**src/rtl/sync_word_serializer_to_mtd3l_if.sv**
```systemverilog
// Producer-side word handshake for the MTD3L word serializer.
// The producer drives a parallel word with a valid flag; the serializer
// answers with ready while its single-entry holding register is empty.
interface sync_word_serializer_to_mtd3l_if #(
    parameter int WIDTH = 612
) ();
    logic [WIDTH-1:0] in_word;
    logic             in_valid;
    logic             in_ready;

    modport master (
        output in_word,
        output in_valid,
        input  in_ready
    );

    modport slave (
        input  in_word,
        input  in_valid,
        output in_ready
    );
endinterface

```
**src/rtl/sync_word_serializer_to_mtd3l.sv**
```systemverilog
// Word serializer feeding the sync-to-MTD3L serial-to-parallel stage.
// A word is parked in a one-entry holding register, then shifted out
// LSB-first on data_in/data_in_valid, followed by a one-cycle word_en that
// toggles the downstream LINK token. Each word is paced by the asynchronous
// data_req level: a word only starts on a fresh high after the previous
// token was seen consumed (req low). data_in_valid and word_en drive ICG
// enables downstream, so they come straight from flops.
module sync_word_serializer_to_mtd3l #(
    parameter int WIDTH       = 612,
    parameter int SYNC_STAGES = 2,
    parameter int ACK_TIMEOUT = 1024
) (
    input  logic                              clk,
    input  logic                              reset_n,
    sync_word_serializer_to_mtd3l_if.slave    prod,
    input  logic                              data_req,
    output logic                              data_in,
    output logic                              data_in_valid,
    output logic                              word_en,
    output logic                              busy,
    output logic                              err,
    output logic [15:0]                       word_cnt
);

    localparam int CNT_W = $clog2(WIDTH + 1);
    localparam int TO_W  = $clog2(ACK_TIMEOUT + 1);

    typedef enum logic [1:0] {
        ST_IDLE     = 2'd0,
        ST_SHIFT    = 2'd1,
        ST_COMMIT   = 2'd2,
        ST_WAIT_ACK = 2'd3
    } state_t;

    state_t                 state_r;
    state_t                 state_nxt;
    logic [SYNC_STAGES-1:0] sync_r;
    logic                   req_s;
    logic [WIDTH-1:0]       hold_r;
    logic                   hold_full_r;
    logic                   accept_s;
    logic                   load_s;
    logic [WIDTH-1:0]       sh_r;
    logic [WIDTH-1:0]       sh_nxt;
    logic [CNT_W-1:0]       cnt_r;
    logic [CNT_W-1:0]       cnt_nxt;
    logic [TO_W-1:0]        to_cnt_r;
    logic [TO_W-1:0]        to_cnt_nxt;
    logic                   data_in_r;
    logic                   data_in_nxt;
    logic                   data_in_valid_r;
    logic                   data_in_valid_nxt;
    logic                   word_en_r;
    logic                   word_en_nxt;
    logic                   busy_r;
    logic                   err_r;
    logic                   err_nxt;
    logic [15:0]            word_cnt_r;
    logic [15:0]            word_cnt_nxt;

    assign req_s         = sync_r[SYNC_STAGES-1];
    assign accept_s      = prod.in_valid & ~hold_full_r;
    assign prod.in_ready = ~hold_full_r;

    assign data_in       = data_in_r;
    assign data_in_valid = data_in_valid_r;
    assign word_en       = word_en_r;
    assign busy          = busy_r;
    assign err           = err_r;
    assign word_cnt      = word_cnt_r;

    // Bring the asynchronous data_req level into the clock domain.
    always_ff @(posedge clk or negedge reset_n) begin
        if (!reset_n) begin
            sync_r <= {SYNC_STAGES{1'b0}};
        end else begin
            sync_r <= {sync_r[SYNC_STAGES-2:0], data_req};
        end
    end

    // Single-entry holding register: filled on accept, emptied by the IDLE load.
    always_ff @(posedge clk or negedge reset_n) begin
        if (!reset_n) begin
            hold_r      <= {WIDTH{1'b0}};
            hold_full_r <= 1'b0;
        end else if (accept_s) begin
            hold_r      <= prod.in_word;
            hold_full_r <= 1'b1;
        end else if (load_s) begin
            hold_full_r <= 1'b0;
        end else begin
            hold_full_r <= hold_full_r;
        end
    end

    // FSM state register.
    always_ff @(posedge clk or negedge reset_n) begin
        if (!reset_n) begin
            state_r <= ST_IDLE;
        end else begin
            state_r <= state_nxt;
        end
    end

    // Next-state logic; SHIFT length is fixed and ignores req.
    always_comb begin
        state_nxt = state_r;
        case (state_r)
            ST_IDLE: begin
                if (hold_full_r && req_s) begin
                    state_nxt = ST_SHIFT;
                end else begin
                    state_nxt = ST_IDLE;
                end
            end
            ST_SHIFT: begin
                if (cnt_r == CNT_W'(WIDTH)) begin
                    state_nxt = ST_COMMIT;
                end else begin
                    state_nxt = ST_SHIFT;
                end
            end
            ST_COMMIT: begin
                state_nxt = ST_WAIT_ACK;
            end
            ST_WAIT_ACK: begin
                if (!req_s) begin
                    state_nxt = ST_IDLE;
                end else begin
                    state_nxt = ST_WAIT_ACK;
                end
            end
            default: begin
                state_nxt = ST_IDLE;
            end
        endcase
    end

    // Output/datapath next values; the shifter moves right so bit 0 is always next out.
    always_comb begin
        load_s            = 1'b0;
        sh_nxt            = sh_r;
        cnt_nxt           = cnt_r;
        to_cnt_nxt        = to_cnt_r;
        data_in_nxt       = data_in_r;
        data_in_valid_nxt = data_in_valid_r;
        word_en_nxt       = word_en_r;
        err_nxt           = err_r;
        word_cnt_nxt      = word_cnt_r;
        case (state_r)
            ST_IDLE: begin
                if (hold_full_r && req_s) begin
                    load_s            = 1'b1;
                    sh_nxt            = {1'b0, hold_r[WIDTH-1:1]};
                    data_in_nxt       = hold_r[0];
                    data_in_valid_nxt = 1'b1;
                    cnt_nxt           = CNT_W'(1);
                end else begin
                    data_in_valid_nxt = 1'b0;
                    word_en_nxt       = 1'b0;
                end
            end
            ST_SHIFT: begin
                if (cnt_r == CNT_W'(WIDTH)) begin
                    data_in_valid_nxt = 1'b0;
                    word_en_nxt       = 1'b1;
                end else begin
                    data_in_nxt = sh_r[0];
                    sh_nxt      = {1'b0, sh_r[WIDTH-1:1]};
                    cnt_nxt     = cnt_r + CNT_W'(1);
                end
            end
            ST_COMMIT: begin
                word_en_nxt  = 1'b0;
                word_cnt_nxt = word_cnt_r + 16'd1;
                to_cnt_nxt   = {TO_W{1'b0}};
            end
            ST_WAIT_ACK: begin
                if (to_cnt_r != TO_W'(ACK_TIMEOUT)) begin
                    to_cnt_nxt = to_cnt_r + TO_W'(1);
                end else begin
                    to_cnt_nxt = to_cnt_r;
                end
                if (to_cnt_r == TO_W'(ACK_TIMEOUT - 1)) begin
                    err_nxt = 1'b1;
                end else begin
                    err_nxt = err_r;
                end
            end
            default: begin
                data_in_valid_nxt = 1'b0;
                word_en_nxt       = 1'b0;
            end
        endcase
    end

    // Datapath and registered outputs.
    always_ff @(posedge clk or negedge reset_n) begin
        if (!reset_n) begin
            sh_r            <= {WIDTH{1'b0}};
            cnt_r           <= {CNT_W{1'b0}};
            to_cnt_r        <= {TO_W{1'b0}};
            data_in_r       <= 1'b0;
            data_in_valid_r <= 1'b0;
            word_en_r       <= 1'b0;
            busy_r          <= 1'b0;
            err_r           <= 1'b0;
            word_cnt_r      <= 16'd0;
        end else begin
            sh_r            <= sh_nxt;
            cnt_r           <= cnt_nxt;
            to_cnt_r        <= to_cnt_nxt;
            data_in_r       <= data_in_nxt;
            data_in_valid_r <= data_in_valid_nxt;
            word_en_r       <= word_en_nxt;
            busy_r          <= (state_nxt != ST_IDLE);
            err_r           <= err_nxt;
            word_cnt_r      <= word_cnt_nxt;
        end
    end

endmodule

```
**src/flat_wrapper.sv**
```systemverilog
// flat-port wrapper written by rule: the top's interface ports become plain ports
module sync_word_serializer_to_mtd3l_flat 
#(
    parameter int WIDTH       = 612,
    parameter int SYNC_STAGES = 2,
    parameter int ACK_TIMEOUT = 1024
)
  (clk, reset_n, data_req, data_in, data_in_valid, word_en, busy, err, word_cnt, prod_in_word, prod_in_valid, prod_in_ready);
  sync_word_serializer_to_mtd3l_if #(.WIDTH(WIDTH)) prod_i ();
  input  logic clk;
  input  logic reset_n;
  input  logic data_req;
  output logic data_in;
  output logic data_in_valid;
  output logic word_en;
  output logic busy;
  output logic err;
  output logic [15:0] word_cnt;
  input wire logic [$bits(prod_i.in_word)-1:0] prod_in_word;
  input wire logic [$bits(prod_i.in_valid)-1:0] prod_in_valid;
  output wire logic [$bits(prod_i.in_ready)-1:0] prod_in_ready;
  assign prod_i.in_word = prod_in_word;
  assign prod_i.in_valid = prod_in_valid;
  assign prod_in_ready = prod_i.in_ready;
  sync_word_serializer_to_mtd3l #(.WIDTH(WIDTH), .SYNC_STAGES(SYNC_STAGES), .ACK_TIMEOUT(ACK_TIMEOUT)) u_core (.clk(clk), .reset_n(reset_n), .prod(prod_i), .data_req(data_req), .data_in(data_in), .data_in_valid(data_in_valid), .word_en(word_en), .busy(busy), .err(err), .word_cnt(word_cnt));
endmodule
```
**config.mk**
```make
export PLATFORM = sky130hd
export DESIGN_NAME = sync_word_serializer_to_mtd3l_flat
export DESIGN_NICKNAME = d
export VERILOG_FILES = /design/src/rtl/sync_word_serializer_to_mtd3l_if.sv /design/src/rtl/sync_word_serializer_to_mtd3l.sv /design/src/flat_wrapper.sv
export SDC_FILE = /design/constraint.sdc
export NUM_CORES = 2
export LEC_CHECK = 0
export ABC_AREA = 1
export ABC_CLOCK_PERIOD_IN_PS = 2480
export CAP_MARGIN = 15
export CORE_MARGIN = 2
export CORE_UTILIZATION = 58
export DETAILED_ROUTE_END_ITERATION = 8
export PLACE_DENSITY_LB_ADDON = 0.15
export SLEW_MARGIN = 30
export SYNTH_ARGS = -nofsm -noshare
export SYNTH_HDL_FRONTEND = slang
export SYNTH_SLANG_ARGS = --single-unit
```
**constraint.sdc**
```tcl
create_clock -name clk -period 2.48 [get_ports clk]
set_input_delay 0.248 -clock clk [delete_from_list [all_inputs] [get_ports clk]]
set_output_delay 0.248 -clock clk [all_outputs]
set_load 0.03 [all_outputs]
```
==> impl_results.md <==
* Synth Cell Area at 55500 sq um
* Fin Hold WS at 0.125 ns
* YS warnings at 0
* Core area at 94900 sq um
* Final core occ at 0.711
* Yosys reg bits at 1270
* Critical Path RT at 3.12 ns
* Mapped Cells at 5553
* Gate power share at 0.305
* R2r setup slk at 0.27 ns
* CP Max Fanout at 111
* RSZ-0062 raised after global routing: no
* Ys flop type: dfrtp_1
* Part of the power in the clock network at 0.254
* Fmax achieved at 453 MHz
* Area contributors post-synth: dfrtp_1, mux2_2, nand2_1
* Vias after detailed routing at 39.2k
* GRT overflow at 0
* Dpl hpwl at 86300 um
* Pin count of the biggest net entering global routing at 176
* Ys async rst share at 1.00
* First-pass GRT wire length at 206000 um
* Hold Crit Endpoint: u_core.hold_r[38]
* Synth Area in Adders at 0.00113
* Post-layout nets at 6720
* Die H at 313 um
* Skew final at 0.0178 ns
* Switching Power at 25.4 mW
* Rows at 113
* Reg2reg path depth at 7
* Total GRT Usage at 0.263
* Clock sinks at 1270
* Synth top area share at 0.573
* Seq pwr share at 0.441
* Final Hold Vio Count at 0
* Detail Route Antenna Nets at 0
* Clk pin slew, worst setup/hold paths at 0.06 ns
* Reg2reg start: u_core.state_r[0]
* Mapped Nets at 6174
* Worst-Skew Late Latency at 0.73 ns
* Xor and xnor area share after synthesis at 0.00253
* Hold Path Depth at 2
* Maximum vdd drop at 0.757 mV
* Leak at 30.5 nW
* Post-synthesis simple-gate area fraction at 0.0973
* CTS tree: yes
* Tcrit/Tclk final at 0.889
* Switching Fraction at 0.319
* Initial Util at 0.585
* Arrival @ worst endpoint at 2.85 ns
* Critical hold path startpoint: prod_in_word[38]
* Crit start category: flip-flop
* CP endpoint kind: flip-flop
* Drt first pass iters at 6
* CTS resizes at 0
* Netlist cell types at 28
* Post-synth EDFFs at 0
* Drt drc at 0
* Slew HR at 0.456
* Worst Tran Pin Value at 0.815 ns
* Largest family of logic cells by synthesized area: multiplexers
* Die width at 313 um
* Initial DRC count at 3108
* Ports at 638
* Worst min-delay path class: in -> reg
* Die area at 98200 sq um
* Compound-Gate Fraction of Synth Area at 0.119
* Vias in the first global route at 39.3k
* WL final at 127000 um
* Largest area contributor in the netlist: dfrtp_1
* Syn avg cell area at 9.99 sq um
* I/O Buffers at 637
* H-tree Lvls at 4
* Max Cap Viol at 0
* Pwr per Cell Area at 1180 nW/um^2
* Internal Dissipation at 54.1 mW
* Final GP Congestion at 0.797
* Fin crit period at 2.21 ns
* Layout cells sized above 1 at 0.170
* WL per Instance at 17.0 um
* Longest Clk Path Bufs at 3
* Status: finished, final reports clean
* Vias per cell at 5.25
* Mux cell area share after synthesis at 0.124
* Area growth syn-to-layout at 21.5%
* Clock Tree Root: clkbuf_16
* Slew Viols, Final at 0
* Worst setup path category: reg -> reg
* RR Endpoint: u_core.sh_r[229]
* Initial antenna violation count at 2
* Register area share after synthesis at 0.573
* Setup tns final at 0 ns
* Number of CTS-inserted buffers at 136
* Final setup fails at 0
## cell usage after synthesis, types with 22 or more instances
library cell	instances
inv_1	652
o21ai_1	510
mux2_2	612
nand3_1	25
buf_4	25
buf_2	137
buf_1	22
o21ai_2	105
nand2_1	1333
nor2_1	32
clkbuf_1	78
dfrtp_1	1270
buf_6	78
o21ai_0	621
## worst max path at each step
stage | cells past startpoint | slack [ns] | startpoint | end
after global routing | 11 | 0.11 | u_core.cnt_r[0] | u_core.sh_r[229]
final | 7 | 0.27 | u_core.state_r[0] | u_core.sh_r[229]
after floorplan | 10 | 0.79 | u_core.cnt_r[0] | u_core.sh_r[257]
after CTS | 2 | 0.23 | u_core.hold_full_r | prod_in_ready
after detailed placement | 11 | 0.35 | u_core.cnt_r[0] | u_core.sh_r[260]
after global placement | 11 | 0.42 | u_core.cnt_r[0] | u_core.sh_r[251]
## cell type report
type | instances | area [sq um]
multi-input combinational | 3286 | 19100
timing repair buffer | 748 | 7920
sequential | 1270 | 31800
antenna | 1 | 2.50
fill | 6940 | 27500
clock buffer | 210 | 4200
tap | 1265 | 1580
inverter | 657 | 2470
clock inverter | 32 | 322
## flip-flops by register name, summed over array words and instances, names as in the netlist
signal / count
u_core.hold_full_r: 1
u_core.cnt_r: 10
u_core.sync_r: 2
u_core.err: 1
u_core.state_r: 2
u_core.word_en: 1
u_core.sh_r: 611
u_core.word_cnt: 16
u_core.data_in: 1
u_core.data_in_valid: 1
u_core.busy: 1
u_core.to_cnt_r: 11
u_core.hold_r: 612
## stage by stage
step	setup WS (ns)	total power, mW	std cells	cell area (sq um)
floorplan	0.790	52.9	5553	55500
global placement	0.417	58.0	7224	62900
detailed placement	0.353	59.4	7224	62900
CTS	0.228	80.1	7468	67400
global route	0.110	85.2	7468	67400
finish	0.274	79.5	7469	67400
## cell usage in the layout, fill, tap and decap left out, types with 54 or more instances in the layout
cell type and count:
nand2_1 1331, dfrtp_1 1270, inv_1 652, clkdlybuf4s50_1 636
o21ai_0 621, mux2_2 612, o21ai_1 510, clkbuf_16 144
o21ai_2 105, buf_12 55, buf_4 54
## kinds of logic (layout without fill, tap and decap cells)
| kind of cell | Yosys count | in the layout |
|---|---|---|
| AO/OA/AOI/OAI | 1240 | 1240 |
| XOR/XNOR | 16 | 16 |
| adder cells (fa/ha/maj) | 5 | 5 |
| multiplexers | 612 | 612 |
| other | 0 | 1 |
| AND/OR/NAND/NOR | 1413 | 1413 |
| buffers and inverters | 997 | 1647 |
| flip-flops | 1270 | 1270 |
## what timing repair did
item | CTS | global route
hold buffers | 2 | 0
endpoints found under the hold margin | 75 | 0
endpoints found under the setup margin | 0 | 0
setup buffers | 0 | 0
## power by group through the flow
stage | Combinational (mW) | Sequential, mW | Clock [mW]
final | 24.2 | 35.0 | 20.2
after global routing | 27.7 | 36.0 | 21.5
after CTS | 24.5 | 35.0 | 20.6
after detailed placement | 24.1 | 35.2 | 0
after global placement | 23.1 | 34.9 | 0
after floorplan | 19.3 | 33.6 | 0
## metal layers
| metal | global-route usage | vias to the layer above | part of all wire |
|---|---|---|---|
| li1 | - | 19000 | - |
| met1 | 0.346 | 19100 | 0.42 |
| met2 | 0.434 | 902 | 0.49 |
| met3 | 0.0385 | 238 | 0.045 |
| met4 | 0.121 | 0 | 0.043 |
| met5 | 0 | - | 0 |
## worst max-delay path: stages (launching register included)
cell and delay [ns]:
dfrtp_1 0.44, inv_1 0.12, nand4_1 0.30, nand2_8 0.34
buf_12 0.23, buf_12 0.38, nand2_1 0.11, o21ai_1 0.11
(Power assumes the default switching activity.)
